`config.mk`:
```
export PLATFORM = sky130hd
export DESIGN_NAME = serial_adder
export DESIGN_NICKNAME = d
export VERILOG_FILES = /design/src/rtl/serial_adder_pkg.sv /design/src/rtl/add1.sv /design/src/rtl/serial_adder.sv
export SDC_FILE = /design/constraint.sdc
export NUM_CORES = 1
export LEC_CHECK = 0
export ABC_CLOCK_PERIOD_IN_PS = 1400
export BUFFER_PORTS_ARGS = -buffer_cell sky130_fd_sc_hd__buf_2
export CAP_MARGIN = 20
export CORE_MARGIN = 5
export CORE_UTILIZATION = 29
export DETAILED_ROUTE_END_ITERATION = 8
export RECOVER_POWER = 100
export SLEW_MARGIN = 20
export SYNTH_ARGS = -nofsm -noshare
export SYNTH_HDL_FRONTEND = slang
export SYNTH_SLANG_ARGS = --single-unit
```
`constraint.sdc`:
```
create_clock -name clk -period 1.4 [get_ports clk]
set_clock_uncertainty 0.05 [all_clocks]
set_input_delay 0.35 -clock clk [delete_from_list [all_inputs] [get_ports clk]]
set_output_delay 0.35 -clock clk [all_outputs]
set_load 0.01 [all_outputs]
```
`src/rtl/serial_adder_pkg.sv`:
```
// serial_adder_pkg
//   Shared definitions for the bit-serial adder slice.
//   - state_t       : FSM state encoding (IDLE=0, RUN=1, DONE=2)
//   - DEFAULT_WIDTH : default operand/sum width
package serial_adder_pkg;

  localparam int DEFAULT_WIDTH = 8;

  typedef enum logic [1:0] {
    IDLE = 2'd0,
    RUN  = 2'd1,
    DONE = 2'd2
  } state_t;

endpackage

```
`src/rtl/add1.sv`:
```
// add1
//   Existing 1-bit full adder cell. Purely combinational.
//   Ports:
//     a, b  : addend bits
//     cin   : carry in
//     sum   : a ^ b ^ cin
//     cout  : majority(a, b, cin)
module add1 (
  input  logic a,
  input  logic b,
  input  logic cin,
  output logic sum,
  output logic cout
);

  assign sum  = a ^ b ^ cin;
  assign cout = (a & b) | (a & cin) | (b & cin);

endmodule

```
`src/rtl/serial_adder.sv`:
```
// serial_adder
//   Bit-serial WIDTH-bit adder built around a single add1 full-adder cell.
//   Operands are accepted in IDLE, added one bit per cycle LSB first in RUN
//   (carry held in a flop between bits), and the result is presented in DONE
//   until the consumer takes it.
//   Ports:
//     clk, rst_n          : clock, asynchronous active-low reset
//     in_valid / in_ready : operand handshake (in_ready high only in IDLE)
//     a, b, cin           : operands and carry-in for bit 0
//     out_valid/out_ready : result handshake (out_valid high only in DONE)
//     sum, cout           : registered result, held until the next DONE
//     ovf                 : signed overflow, only when SERIAL_ADDER_OVF_EN
//                           is defined
//   Build option: `define SERIAL_ADDER_OVF_EN adds the ovf output and its flop.
module serial_adder
  import serial_adder_pkg::*;
#(
  parameter int WIDTH = DEFAULT_WIDTH
) (
  input  logic             clk,
  input  logic             rst_n,
  input  logic             in_valid,
  output logic             in_ready,
  input  logic [WIDTH-1:0] a,
  input  logic [WIDTH-1:0] b,
  input  logic             cin,
  output logic             out_valid,
  input  logic             out_ready,
  output logic [WIDTH-1:0] sum,
  output logic             cout
`ifdef SERIAL_ADDER_OVF_EN
  ,
  output logic             ovf
`endif
);

  localparam int CW = (WIDTH > 1) ? $clog2(WIDTH) : 1;
  localparam logic [CW-1:0] CNT_LAST = CW'(WIDTH - 1);

  state_t           state_reg;
  logic [WIDTH-1:0] a_sh_reg;
  logic [WIDTH-1:0] b_sh_reg;
  logic [WIDTH-1:0] sum_sh_reg;
  logic [WIDTH-1:0] sum_reg;
  logic             cout_reg;
  logic             carry_reg;
  logic [CW-1:0]    cnt_reg;
  logic             in_ready_reg;
  logic             out_valid_reg;
`ifdef SERIAL_ADDER_OVF_EN
  logic             ovf_reg;
`endif

  logic             bit_sum;
  logic             bit_cout;
  logic [WIDTH-1:0] sum_sh_next;
  logic [CW-1:0]    cnt_next;
  logic [CW-1:0]    inc_carry;

  add1 u_add1 (
    .a    (a_sh_reg[0]),
    .b    (b_sh_reg[0]),
    .cin  (carry_reg),
    .sum  (bit_sum),
    .cout (bit_cout)
  );

  // New sum bit enters at the MSB; after WIDTH shifts bit 0 lands at index 0.
  assign sum_sh_next = {bit_sum, sum_sh_reg[WIDTH-1:1]};

  // Counter increment as a half-adder ripple so all '+' arithmetic stays out
  // of this block.
  assign inc_carry[0] = 1'b1;
  generate
    for (genvar gi = 0; gi < CW; gi++) begin : g_cnt_inc
      assign cnt_next[gi] = cnt_reg[gi] ^ inc_carry[gi];
      if (gi < CW - 1) begin : g_chain
        assign inc_carry[gi+1] = inc_carry[gi] & cnt_reg[gi];
      end
    end
  endgenerate

  always_ff @(posedge clk or negedge rst_n) begin
    if (!rst_n) begin
      state_reg     <= IDLE;
      a_sh_reg      <= '0;
      b_sh_reg      <= '0;
      sum_sh_reg    <= '0;
      sum_reg       <= '0;
      cout_reg      <= 1'b0;
      carry_reg     <= 1'b0;
      cnt_reg       <= '0;
      in_ready_reg  <= 1'b1;
      out_valid_reg <= 1'b0;
`ifdef SERIAL_ADDER_OVF_EN
      ovf_reg       <= 1'b0;
`endif
    end else begin
      case (state_reg)
        IDLE: begin
          if (in_valid && in_ready_reg) begin
            a_sh_reg     <= a;
            b_sh_reg     <= b;
            carry_reg    <= cin;
            cnt_reg      <= '0;
            in_ready_reg <= 1'b0;
            state_reg    <= RUN;
          end
        end
        RUN: begin
          a_sh_reg   <= {1'b0, a_sh_reg[WIDTH-1:1]};
          b_sh_reg   <= {1'b0, b_sh_reg[WIDTH-1:1]};
          sum_sh_reg <= sum_sh_next;
          carry_reg  <= bit_cout;
          cnt_reg    <= cnt_next;
          if (cnt_reg == CNT_LAST) begin
            // Last bit: publish the result so sum/cout only change here.
            sum_reg       <= sum_sh_next;
            cout_reg      <= bit_cout;
            out_valid_reg <= 1'b1;
            state_reg     <= DONE;
`ifdef SERIAL_ADDER_OVF_EN
            // carry_reg is the carry into the MSB during this cycle.
            ovf_reg       <= carry_reg ^ bit_cout;
`endif
          end
        end
        DONE: begin
          if (out_ready) begin
            out_valid_reg <= 1'b0;
            in_ready_reg  <= 1'b1;
            state_reg     <= IDLE;
          end
        end
        default: begin
          out_valid_reg <= 1'b0;
          in_ready_reg  <= 1'b1;
          state_reg     <= IDLE;
        end
      endcase
    end
  end

  assign in_ready  = in_ready_reg;
  assign out_valid = out_valid_reg;
  assign sum       = sum_reg;
  assign cout      = cout_reg;
`ifdef SERIAL_ADDER_OVF_EN
  assign ovf       = ovf_reg;
`endif

endmodule

```
After elaboration in Yosys (flattened, before gate mapping). Index checks and enable logic that the tools add are counted.

Register bits: 41. Input bits: 21. Output and inout bits: 11. Logic and storage cells: 55.

Equal/unequal tests: 6. Muxes and demuxes: 18. Bitwise logic cells: 13. Reductions and logical operators: 8.

Operators with widths (number): $pmux 8 s2 (2); $mux 8 (2); $reduce_and 3->1 (3); $mux 2 (3); $ne 2x2->1 const B (3); $pmux 1 s3 (2); $pmux 2 s3 (1); $pmux 3 s2 (1); $mux 1 (5); $and 1x1->1 (4); $reduce_and 2->1 (2); $xor 1x1->1 (4); $eq 3x3->1 const B (1); $mux 3 (1); $not 1->1 (3); $eq 2x1->1 const B (1); $eq 2x2->1 const B (1); $logic_not 2->1 (1); $or 1x1->1 (2); $pmux 1 s2 (1); $reduce_bool 2->1 (1); $logic_and 1x1->1 (1).

Longest topological paths before layout.
Depth in word-level cells: 4. Mapped depth: 5. Gate-level depth less buffers: 4.

Cells and area by module. From an unflattened synthesis, not the netlist that was laid out.

Cell total of the unflattened synthesis: 141. Area, all modules: 1843.0 um^2.

Modules (own cells, without submodules): serial_adder (times used 1, cells each 140, area each 1823.0 um^2); add1 (times used 1, cells each 1, area each 20.0 um^2).

Worst setup path before layout. OpenSTA, ideal clock, no wires.

Path kind: register -> register. Start point: reg cnt_reg[0]. End point: reg cout_reg (netlist: cout). Library setup time: 0.125 ns. Arrival: 1.242 ns. Data required time: 1.225 ns. Setup slack: -0.017 ns. Stages on the path, launching flop included: 5. Cell sequence: dfrtp_1 ha_1 ha_1 nand2_8 mux2_4.

Longest elaborated chain between the ends: 2.

RTL lines: start, declared (line serial_adder.sv:47) `logic [CW-1:0] cnt_reg;`; start signal, assigned (line serial_adder.sv:115) `cnt_reg <= cnt_next;`; $eq 3x3->1 (line serial_adder.sv:116) `if (cnt_reg == CNT_LAST) begin`; $reduce_and 2->1 (no source line); end signal, assigned (line serial_adder.sv:119) `cout_reg <= bit_cout;`; end, declared (line serial_adder.sv:45) `logic cout_reg;`.

No other way between the ends. A chain may end at the register's enable or synchronous reset.

Final worst setup path.
Start point: reg in_ready_reg (netlist: in_ready). End point: out in_ready.

RTL lines: start, declared (line serial_adder.sv:48) `logic in_ready_reg;`; start signal, assigned (line serial_adder.sv:93) `in_ready_reg <= 1'b1;`; start signal, assigned (line serial_adder.sv:106) `in_ready_reg <= 1'b0;`; start signal, assigned (line serial_adder.sv:131) `in_ready_reg <= 1'b1;`; end, declared (line serial_adder.sv:23) `output logic in_ready,`.

No word-level cell between the ends.

==> impl_metrics.py <==
metrics = {
    "outcome": {
        "status": "finished, final reports clean",
    },
    "timing": {
        "timing.setup.tns_ns": 0,
        "rsz0062_at_grt": "no",
        "hold_viol": 0,
        "maxSlewHeadroom_pct": 73.7,
        "holdWs_ns": 0.205,
        "fin_ws_ns": 0.0464,
        "setup-violations-final": 0,
        "worst_pin_slew_ns": 0.395,
        "final.min_clock_period_ns": 1.35,
        "fmax_mhz": 739,
        "post-route-period-util_pct": 96.7,
        "slew_violations": 0,
    },
    "yosys": {
        "ys_seq_area_share_pct": 57.5,
        "synth-edff-count": 0,
        "synth_flop_cell": "dfrtp_1",
        "synth-seq-cells": 40,
        "syn_inst": 172,
        "synth_warnings": 0,
        "synthArstFlopShare_pct": 100,
        "synth.distinct_cells": 22,
        "syn_nets": 196,
        "synth_area_um2": 1740,
        "syn_avg_cell_area_um2": 10.1,
    },
    "final_layout": {
        "antennaDiodeCount": 0,
        "finish.utilization_pct": 37.3,
        "syn2layout_area_growth_pct": 25.8,
        "fin_cells": 291,
        "nets": 239,
        "layout-drive-gt1-share_pct": 25.0,
        "fillerInstances": 625,
    },
    "min_path": {
        "holdCritPathClass": "in2reg",
    },
    "setup_path": {
        "startpoint_type": "flop",
        "cpLargestDelayFamily": "flip-flops",
        "crit_arrival_ns": 0.95,
        "worstSetupPathType": "reg2out",
        "cp_slowest_cell": "dfstp_2",
        "end_kind": "primary output",
        "path_cells": "buf_2",
        "crit_fanout": 3,
        "max_stage_delay_ns": 0.54,
        "cp.buffers_inverters": 1,
        "cp.required_ns": 1.00,
    },
    "global_route": {
        "antenna_found_initial": 0,
        "grt_max_degree": 22,
        "grt_pass1_wl_um": 6350,
        "grt_util_all_layers_pct": 10.6,
        "overflow": 0,
        "grt_pass1_vias": 1342,
    },
    "die": {
        "die_w_um": 87.6,
        "num_rows": 28,
        "start_util_pct": 29.6,
        "dieHeight_um": 87.6,
        "core_area_um2": 5890,
        "dieArea_um2": 7670,
        "io_pins": 32,
    },
    "placement": {
        "gp_congestion": 0.698,
        "io_buffers": 31,
        "dp_cells": 280,
        "dp_slack_ns": 0.00348,
        "hpwl_um": 2600,
    },
    "drt": {
        "routed_wl_um": 3760,
        "ant_nets": 0,
        "post_drt_wl_per_cell_um": 12.9,
        "drc": 0,
        "vias": 1327,
        "vias_per_cell": 4.56,
        "first_pass_iters": 4,
        "initialDrtViolationCount": 51,
    },
    "job": {
        "maxCapViolations": 0,
    },
    "clock_network": {
        "cts_sinks": 40,
        "htreeDepth": 2,
        "cts_buffers": 5,
        "root_buffer": "clkbuf_8",
        "cts_tree": "built",
        "clkLatencyLatePin_ns": 0.29,
        "clkSlewWorstSetupHoldPaths_ns": 0.08,
        "clk_path_buf_depth": 2,
    },
    "power": {
        "vdd_drop_max_uv": 941,
        "powerDensity_nw_per_um2": 1990,
        "leakage_nw": 1.10,
    },
}
==> final timing paths <==
kind / cells past startpoint / to / start / slack [ns]
hold reg to reg: 2 / sum_sh_reg[1]$_DFFE_PN0P_ / sum_sh_reg[1]$_DFFE_PN0P_ / 0.45
setup / recovery: 1 / in_ready / in_ready$_DFFE_PN1P_ / 0.05
setup reg to reg: 4 / sum[1]$_DFFE_PN0P_ / cnt_reg[1]$_DFFE_PN0P_ / 0.05
hold / removal: 2 / state_reg[1]$_DFFE_PN0P_ / out_ready / 0.21
max in group asynchronous: 3 / sum_sh_reg[2]$_DFFE_PN0P_ / rst_n / 0.18
min in group asynchronous: 2 / sum[4]$_DFFE_PN0P_ / rst_n / 0.46
==> synthesized netlist by cell type, types with 2 or more instances <==
cell type | n | area, um^2
a21oi_1 | 33 | 165
buf_2 | 7 | 35.0
buf_4 | 2 | 15.0
dfrtp_1 | 39 | 976
ha_1 | 2 | 25.0
mux2_4 | 9 | 135
nand2_1 | 44 | 165
nand3_1 | 4 | 20.0
nand3b_1 | 2 | 15.0
nor2_1 | 17 | 63.8
o21ai_0 | 2 | 10.0
==> per-layer routing <==
metal / part of all wire, % / vias to the layer above / track usage, %
met3: 4.9 / 8 / 2.82
met4: 1.7 / 0 / 4.60
li1: - / 657 / -
met2: 46 / 31 / 16.4
met1: 47 / 631 / 14.1
met5: 0 / - / 0
==> final cells by class <==
type / instances / area, um^2 / share of cell area (%)
inverter: 1 / 3.75 / 0.171
tap: 75 / 93.8 / 4.28
clock inverter: 2 / 35.0 / 1.60
clock buffer: 6 / 72.6 / 3.31
sequential: 40 / 1000 / 45.7
timing repair buffer: 46 / 285 / 13.0
multi-input combinational: 121 / 701 / 31.9
==> kinds of logic (layout without fill, tap and decap cells) <==
family                   Yosys count  in the layout  synth area share [%]
adder cells (fa/ha/maj)            3              3                  2.58
buffers and inverters             11             55                  3.30
AO/OA/AOI/OAI                     38             38                  11.3
AND/OR/NAND/NOR                   71             71                  17.6
flip-flops                        40             40                  57.5
multiplexers                       9              9                  7.75
==> report_power, final <==
| group | total (mW) | internal [mW] | switching [mW] |
|---|---|---|---|
| clock | 0.927 | 0.529 | 0.398 |
| combinational | 1.52 | 0.718 | 0.804 |
| sequential | 1.91 | 1.63 | 0.283 |
| total | 4.36 | 2.88 | 1.48 |
==> metrics by stage <==
step	power (mW)	instance area, um^2
floorplan	2.92	1750
global placement	3.43	2080
detailed placement	3.49	2080
CTS	4.46	2230
global route	4.73	2190
finish	4.36	2190
==> timing repair <==
item | CTS | global route
resized for setup | 2 | 1
setup endpoints to repair | 8 | 2
hold buffers | 1 | 0
pin swaps | 0 | 1
hold endpoints to repair | 12 | 0
buffers inserted | 2 | 0
==> layout by cell type (no fill, tap or decap), drive strengths merged, types with 2 or more instances in the layout <==
master / count
nand3b: 2
clkbuf: 21
nor2: 17
a21oi: 33
nand3: 4
ha: 2
buf: 30
dfrtp: 39
nand2: 45
mux2: 9
o21ai: 2
Power figures use the tool's default switching activity.
